[config.mk]
export PLATFORM = sky130hd
export DESIGN_NAME = ifmap_tag_gen
export DESIGN_NICKNAME = d
export VERILOG_FILES = /design/src/rtl/ifmap_tag_gen.sv
export SDC_FILE = /design/constraint.sdc
export NUM_CORES = 1
export LEC_CHECK = 0
export BUFFER_PORTS_ARGS = -buffer_cell sky130_fd_sc_hd__buf_2
export CORE_MARGIN = 2
export CORE_UTILIZATION = 58
export CTS_BUF_LIST = sky130_fd_sc_hd__clkbuf_4
export DETAILED_ROUTE_END_ITERATION = 10
export MAX_ROUTING_LAYER = met4
export PLACE_DENSITY_LB_ADDON = 0.05
export SLEW_MARGIN = 40
export SYNTH_ARGS = -nofsm -noshare
export SYNTH_HDL_FRONTEND = slang
export SYNTH_SLANG_ARGS = --single-unit
[constraint.sdc]
create_clock -name clk -period 5 [get_ports clk]
set_input_delay 0.75 -clock clk [delete_from_list [all_inputs] [get_ports clk]]
set_output_delay 0.75 -clock clk [all_outputs]
set_load 0.01 [all_outputs]
[src/rtl/ifmap_tag_gen.sv]
// ifmap_tag_gen: scans an ifmap tile out of the global buffer in column-major
// order, tags each element with (row_tag, col_tag) and offers it to the GIN
// over an enable/ready handshake. One element is in flight at a time:
// RD issues the read, CAP registers the returned data, SEND holds it until
// it is accepted.
module ifmap_tag_gen #(
  parameter int ID_LEN    = 5,
  parameter int ROW_LEN   = 4,
  parameter int VALUE_LEN = 8,
  parameter int ADDR_LEN  = 14,
  parameter int DIM_LEN   = 8
) (
  input  logic                 clk,
  input  logic                 rst,
  input  logic                 start,
  input  logic [ADDR_LEN-1:0]  base_addr,
  input  logic [DIM_LEN-1:0]   num_rows,
  input  logic [DIM_LEN-1:0]   num_cols,
  input  logic [ID_LEN-1:0]    tag_div,
  output logic                 busy,
  output logic                 done,
  output logic                 rd_en,
  output logic [ADDR_LEN-1:0]  rd_addr,
  input  logic [VALUE_LEN-1:0] rd_data,
  output logic                 enable,
  input  logic                 ready,
  output logic [ROW_LEN-1:0]   row_tag,
  output logic [ID_LEN-1:0]    col_tag,
  output logic [VALUE_LEN-1:0] value
);

  typedef enum logic [2:0] {IDLE, RD, CAP, SEND, DONE} state_t;

  state_t state, state_nxt;

  // Configuration latched at the accepting start
  logic [ADDR_LEN-1:0] base;
  logic [DIM_LEN-1:0]  nrows;
  logic [DIM_LEN-1:0]  ncols;
  logic [ID_LEN-1:0]   div;

  // Scan position
  logic [DIM_LEN-1:0]  r;
  logic [DIM_LEN-1:0]  c;
  logic [ADDR_LEN-1:0] addr;

  logic                empty_tile;
  logic                accept;
  logic                xfer;
  logic                last_row;
  logic                last_col;
  logic [DIM_LEN-1:0]  c_nxt;

  assign empty_tile = (num_rows == '0) || (num_cols == '0);
  assign accept     = (state == IDLE) && start && !empty_tile;
  assign xfer       = (state == SEND) && ready;
  assign last_row   = (r == nrows - DIM_LEN'(1));
  assign last_col   = (c == ncols - DIM_LEN'(1));
  assign c_nxt      = c + DIM_LEN'(1);

  // Handshake and status strobes are pure state decodes
  assign busy    = (state != IDLE);
  assign done    = (state == DONE);
  assign rd_en   = (state == RD);
  assign enable  = (state == SEND);
  assign rd_addr = addr;

  // State register
  always_ff @(posedge clk or negedge rst) begin
    if (!rst) state <= IDLE;
    else      state <= state_nxt;
  end

  // Next-state logic; an empty tile goes straight to DONE without any read
  always_comb begin
    state_nxt = state;
    case (state)
      IDLE: if (start) state_nxt = empty_tile ? DONE : RD;
      RD:   state_nxt = CAP;
      CAP:  state_nxt = SEND;
      SEND: if (ready) state_nxt = (last_row && last_col) ? DONE : RD;
      DONE: state_nxt = IDLE;
      default: state_nxt = IDLE;
    endcase
  end

  // Config latch, index/tag/address advance and data capture.
  // Tags are tracked incrementally so no divider is needed.
  always_ff @(posedge clk or negedge rst) begin
    if (!rst) begin
      base    <= '0;
      nrows   <= '0;
      ncols   <= '0;
      div     <= '0;
      r       <= '0;
      c       <= '0;
      addr    <= '0;
      row_tag <= '0;
      col_tag <= '0;
      value   <= '0;
    end else begin
      if (accept) begin
        base    <= base_addr;
        nrows   <= num_rows;
        ncols   <= num_cols;
        div     <= (tag_div == '0) ? ID_LEN'(1) : tag_div;
        r       <= '0;
        c       <= '0;
        addr    <= base_addr;
        row_tag <= '0;
        col_tag <= '0;
      end
      if (state == CAP) value <= rd_data;
      if (xfer && !(last_row && last_col)) begin
        if (last_row) begin
          // Column finished: restart at row 0 of the next column
          r       <= '0;
          c       <= c_nxt;
          addr    <= base + ADDR_LEN'(c_nxt);
          row_tag <= '0;
          col_tag <= '0;
        end else begin
          r    <= r + DIM_LEN'(1);
          addr <= addr + ADDR_LEN'(ncols);
          if (col_tag == div - ID_LEN'(1)) begin
            col_tag <= '0;
            row_tag <= row_tag + ROW_LEN'(1);
          end else begin
            col_tag <= col_tag + ID_LEN'(1);
          end
        end
      end
    end
  end

endmodule

* Yosys cells after proc, flatten, opt, wreduce, memory -nomap -nowiden
Index checks and enable logic that the tools add are counted.
** Storage, ports and cells
- Register bits after elaboration :: 85
- Input port bits :: 47
** Cells by class
- Add/sub/neg operators :: 9
- Equality and inequality tests :: 9
- Mux-type cells :: 23
- Reduce and logical (&&, ||, !) cells :: 15
** Operator list (number)
- $mux W8 :: 6
- $mux W14 :: 3
- $add A14 B8 Y14 :: 2
- $mux W5 :: 5
- $add A8 B1 Y8 const B :: 2
- $eq A8 B8 Y1 :: 2
- $logic_not A8 Y1 :: 2
- $mux W4 :: 4
- $sub A8 B1 Y8 const B :: 2
- $mux W3 :: 4
- $pmux W3 S4 :: 1
- $eq A3 B2 Y1 const B :: 2
- $add A5 B1 Y5 const B :: 1
- $eq A5 B5 Y1 :: 1
- $logic_and A1 B1 Y1 :: 5
- $logic_not A5 Y1 :: 1
- $sub A5 B1 Y5 const B :: 1
- $add A4 B1 Y4 const B :: 1
- $eq A3 B1 Y1 const B :: 1
- $eq A3 B3 Y1 const B :: 1
- $logic_not A3 Y1 :: 1
- $reduce_bool A3 Y1 :: 1
- $logic_not A1 Y1 :: 2
- $ne A2 B1 Y1 const B :: 1
- other kinds (4) :: 4

* Logic depth before layout (Yosys ltp)
- Word-level depth :: 8
- Depth in mapped cells :: 13
- Gate-level depth less buffers :: 13

* Worst setup path after synthesis
No wires, ideal clock.
- Path kind :: register to register
- Start point :: register c[0]
- End point :: register addr[13] (netlist: rd_addr[13])
- Library setup time :: 0.126 ns
- Arrival :: 2.517 ns
- Setup slack :: 2.358 ns
- Stages on the path, launching flop included :: 13
- Buffers on the path :: 0
- Clock period less this slack :: 2.642 ns
- Cell sequence :: dfrtp_1 inv_1 nor3_1 a31oi_1 or2_2 ha_1 a2111oi_0 o211ai_1 a31oi_1 nor3b_1 xor2_1 mux2i_1 mux2i_1
** Between the ends
- Longest elaborated chain between the ends :: 5
- Elaborated cells on any way between the ends :: 9
- Classes of those cells :: add/sub: 2; eq/ne: 1; mux: 2; reduce/logical: 4
** Ends and longest elaborated chain
- start, declared :: RTL line 44 : logic [DIM_LEN-1:0] c;
- start signal, assigned :: RTL line 118 : c <= c_nxt;
- branches (longest 5 deep; another with $add A14 B8 Y14)
- end signal, assigned :: RTL line 109 : addr <= base_addr;
- end signal, assigned :: RTL line 119 : addr <= base + ADDR_LEN'(c_nxt);
- end signal, assigned :: RTL line 124 : addr <= addr + ADDR_LEN'(ncols);
- end, declared :: RTL line 45 : logic [ADDR_LEN-1:0] addr;
Several ways; the timed one is not identified.
A chain may end at the register's enable or synchronous reset.

* Worst setup path in the final report
- Start point :: register nrows[0]
- End point :: register row_tag[0]
** Between the ends
- Longest elaborated chain between the ends :: 6
- Elaborated cells on any way between the ends :: 7
- Classes of those cells :: add/sub: 1; eq/ne: 1; mux: 2; reduce/logical: 3
** Ends and longest elaborated chain
- start, declared :: RTL line 38 : logic [DIM_LEN-1:0] nrows;
- start signal, assigned :: RTL line 104 : nrows <= num_rows;
- $sub A8 B1 Y8 * :: RTL line 57 : assign last_row = (r == nrows - DIM_LEN'(1));
- $eq A8 B8 Y1 * :: RTL line 57
- $logic_and A1 B1 Y1 :: RTL line 114 : if (xfer && !(last_row && last_col)) begin
- $logic_not A1 Y1 :: RTL line 114
- $logic_and A1 B1 Y1 :: RTL line 114
- $mux W4 * :: RTL line 114
- end signal, assigned :: RTL line 127 : row_tag <= row_tag + ROW_LEN'(1);
- end, declared :: RTL line 27 : output logic [ROW_LEN-1:0] row_tag,
Mark *: on every way between the ends. The rest lies on a longest branch, timed or not.

==> out/metrics.yaml <==
run_status:
  status: "finished clean"
synth:
  yosys_warnings: 0
  syn_nets: 696
  synthCells: 622
  synth_edf_count: 0
  synth_flop_cell: "dfrtp_1"
  syn_avg_cell_area_sq_um: 8.88
  yosysSeqAreaShare_pct: 38.5
  synth_area_sq_um: 5520
  ys_seq_elements: 85
  synth-async-reset-ratio_pct: 100
  yosysUniqueCellTypes: 60
global_route:
  grt_pass1_wl_um: 22200
  grt_max_degree: 86
  antenna_found_initial: 0
  grt.overflow.total: 0
  grt_pass1_vias: 4623
  grt_usage_pct: 28.5
die:
  dieArea_sq_um: 10300
  initial_core_util_pct: 59.7
  core_sq_um: 9240
  pin_count: 82
  die_width_um: 102
  die_y_um: 102
  rows: 35
setup_path:
  critPathKind: "register to register"
  cp.required_ps: 5370
  arrival_ps: 3670
  end_kind: "register"
  cp_max_fo: 15
  crit_path_start_kind: "register"
hold_path:
  hp-class: "primary input to async pin"
clock_network:
  cts_hold_buf: 0
  h-tree-depth: 3
  cts_setup_buffers: 0
  cts.sinks: 85
  cts_buffers: 9
  cts_tree: "yes"
  insertion_delay_ps: 470
  clk_pin_slew_ps: 160
  cts_max_path_buffers: 2
  cts-root-buf: "clkbuf_4"
  cts_resized: 0
drt:
  wl_per_cell_um: 16.7
  ant_nets: 0
  routed_wl_um: 13800
  dr.pass1.iters: 4
  drc_errors: 0
  drt_iter0_markers: 234
  viasPerCell: 5.77
  vias: 4763
job:
  cap_violations: 0
sta:
  slew_headroom_pct: 53.6
  worst_pin_slew_ps: 696
  max_freq_mhz: 303
  rsz0062_at_grt: "no"
  setup_tns_ps: 0
  min_period_ps: 3300
  hold_viol_final: 0
  hold_slack_ps: 309
  drv_slew: 0
  setup-violations-final: 0
  clock_skew_ps: 24.8
  fin_crit_sh_pct: 66.0
placed_design:
  hpwl_um: 10200
  port_buffers: 81
  gp_congestion: 0.870
finish:
  area_growth_pct: 12.7
  nNetsFinal: 766
  n_antenna_cell: 0
  drive_gt1_share_pct: 18.1
power_and_ir_drop:
  peakVddDrop_mv: 0.314
  power_leakage_nw: 3.08
  p_total_w: 0.00377
  power_density_nw_per_um2: 606
[critical path, cell delays in order (launching register included)]
cell and delay, ps:
dfrtp_1 450, inv_1 70, ha_1 300, o21ba_1 200, a221oi_1 290, a41oi_1 130, a2111o_1 740, a211oi_4 600
nor3_1 130, mux2_2 280
[layer usage]
| layer | wire [um] | GRT usage (%) |
|---|---|---|
| met1 | 6030 | 36.2 |
| met5 | 0 | - |
| met3 | 530 | 4.62 |
| met2 | 6980 | 46.9 |
| met4 | 238 | 8.42 |
[placed cells by master, fill, tap and decap left out, types with 6 or more instances in the layout]
cell      count
a21o_1       13
a21oi_1      13
and3_1        7
buf_2        80
clkbuf_4      9
dfrtp_1      85
ha_1         25
inv_1        18
mux2_2       10
mux2i_1      31
nand2_1     129
nand2b_1      6
nand3_1      11
nand4_1       8
nor2_1       33
nor3_1       14
nor3b_1      10
nor4_1        8
o211ai_1      6
o21ai_0      31
o21ai_1      13
xnor2_1      15
xor2_1       34
[cell usage after synthesis (5+ instances only)]
| master | instances | share of area (%) |
|---|---|---|
| o211ai_1 | 6 | 0.82 |
| inv_1 | 18 | 1.2 |
| a31oi_1 | 5 | 0.57 |
| nand3_1 | 11 | 1.0 |
| o21ai_1 | 12 | 1.1 |
| nand4_1 | 8 | 0.91 |
| o22ai_1 | 5 | 0.57 |
| xor2_1 | 34 | 5.4 |
| clkbuf_1 | 17 | 1.2 |
| buf_2 | 5 | 0.45 |
| a21oi_1 | 13 | 1.2 |
| and3_1 | 7 | 0.79 |
| nand2_1 | 130 | 8.8 |
| nor4_1 | 8 | 0.91 |
| mux2_2 | 10 | 2.0 |
| nor3b_1 | 11 | 1.5 |
| xnor2_1 | 15 | 2.4 |
| mux2i_1 | 31 | 5.6 |
| o21ai_0 | 32 | 2.9 |
| dfrtp_1 | 85 | 39 |
| nor3_1 | 14 | 1.3 |
| a21o_1 | 13 | 1.8 |
| nor2_1 | 33 | 2.2 |
| nand2b_1 | 6 | 0.68 |
| ha_1 | 25 | 5.7 |
[logic make-up after synthesis]
| kind of cell | count (synthesis) | share of synthesized area [%] |
|---|---|---|
| compound gates | 126 | 15.4 |
| xor+xnor | 49 | 7.77 |
| fa+ha+maj | 27 | 6.39 |
| buf+inv | 45 | 3.26 |
| flops | 85 | 38.5 |
| mux | 41 | 7.66 |
| simple gates | 249 | 21.0 |
[through the flow]
step	worst slack (ps)	utilization [%]	std cells	area (sq um)
after global placement	1650	65.3	810	6030
after detailed placement	1530	65.4	810	6050
after global routing	1400	67.3	826	6220
final	1700	67.3	826	6220
after floorplan	2360	-	622	5520
after CTS	1510	67.1	826	6200
[cell type report]
class	instances	area [sq um]
clock inverters	7	90.1
multi-input cells	492	3260
repair buffers	86	452
well taps	129	161
fillers	792	3020
flip-flops and latches	85	2130
inverters	18	67.6
clock buffers	9	67.6
[report_power, final]
part           switching (W)  internal (W)
sequential          0.000363      0.000961
combinational        0.00111      0.000885
clock               0.000285      0.000163
[sequential cells by signal, indices dropped and copies added, names as in the netlist]
name and count:
base 14, c 8, col_tag 5, div 5, ncols 8, nrows 8, r 8, rd_addr 14
row_tag 4, state 3, value 8
[worst paths after layout]
check | from | endpoint | slack [ps] | depth (start not counted)
worst max register to register | nrows[0] | row_tag[0] | 1700 | 9
worst min-delay path | rst | nrows[7] | 310 | 1
worst min register to register | base[0] | base[0] | 510 | 2
max in group asynchronous | rst | rd_addr[6] | 4200 | 1
min in group clk | tag_div[4] | div[4] | 470 | 3
worst max-delay path | nrows[0] | row_tag[0] | 1700 | 9
(Power assumes the default switching activity.)
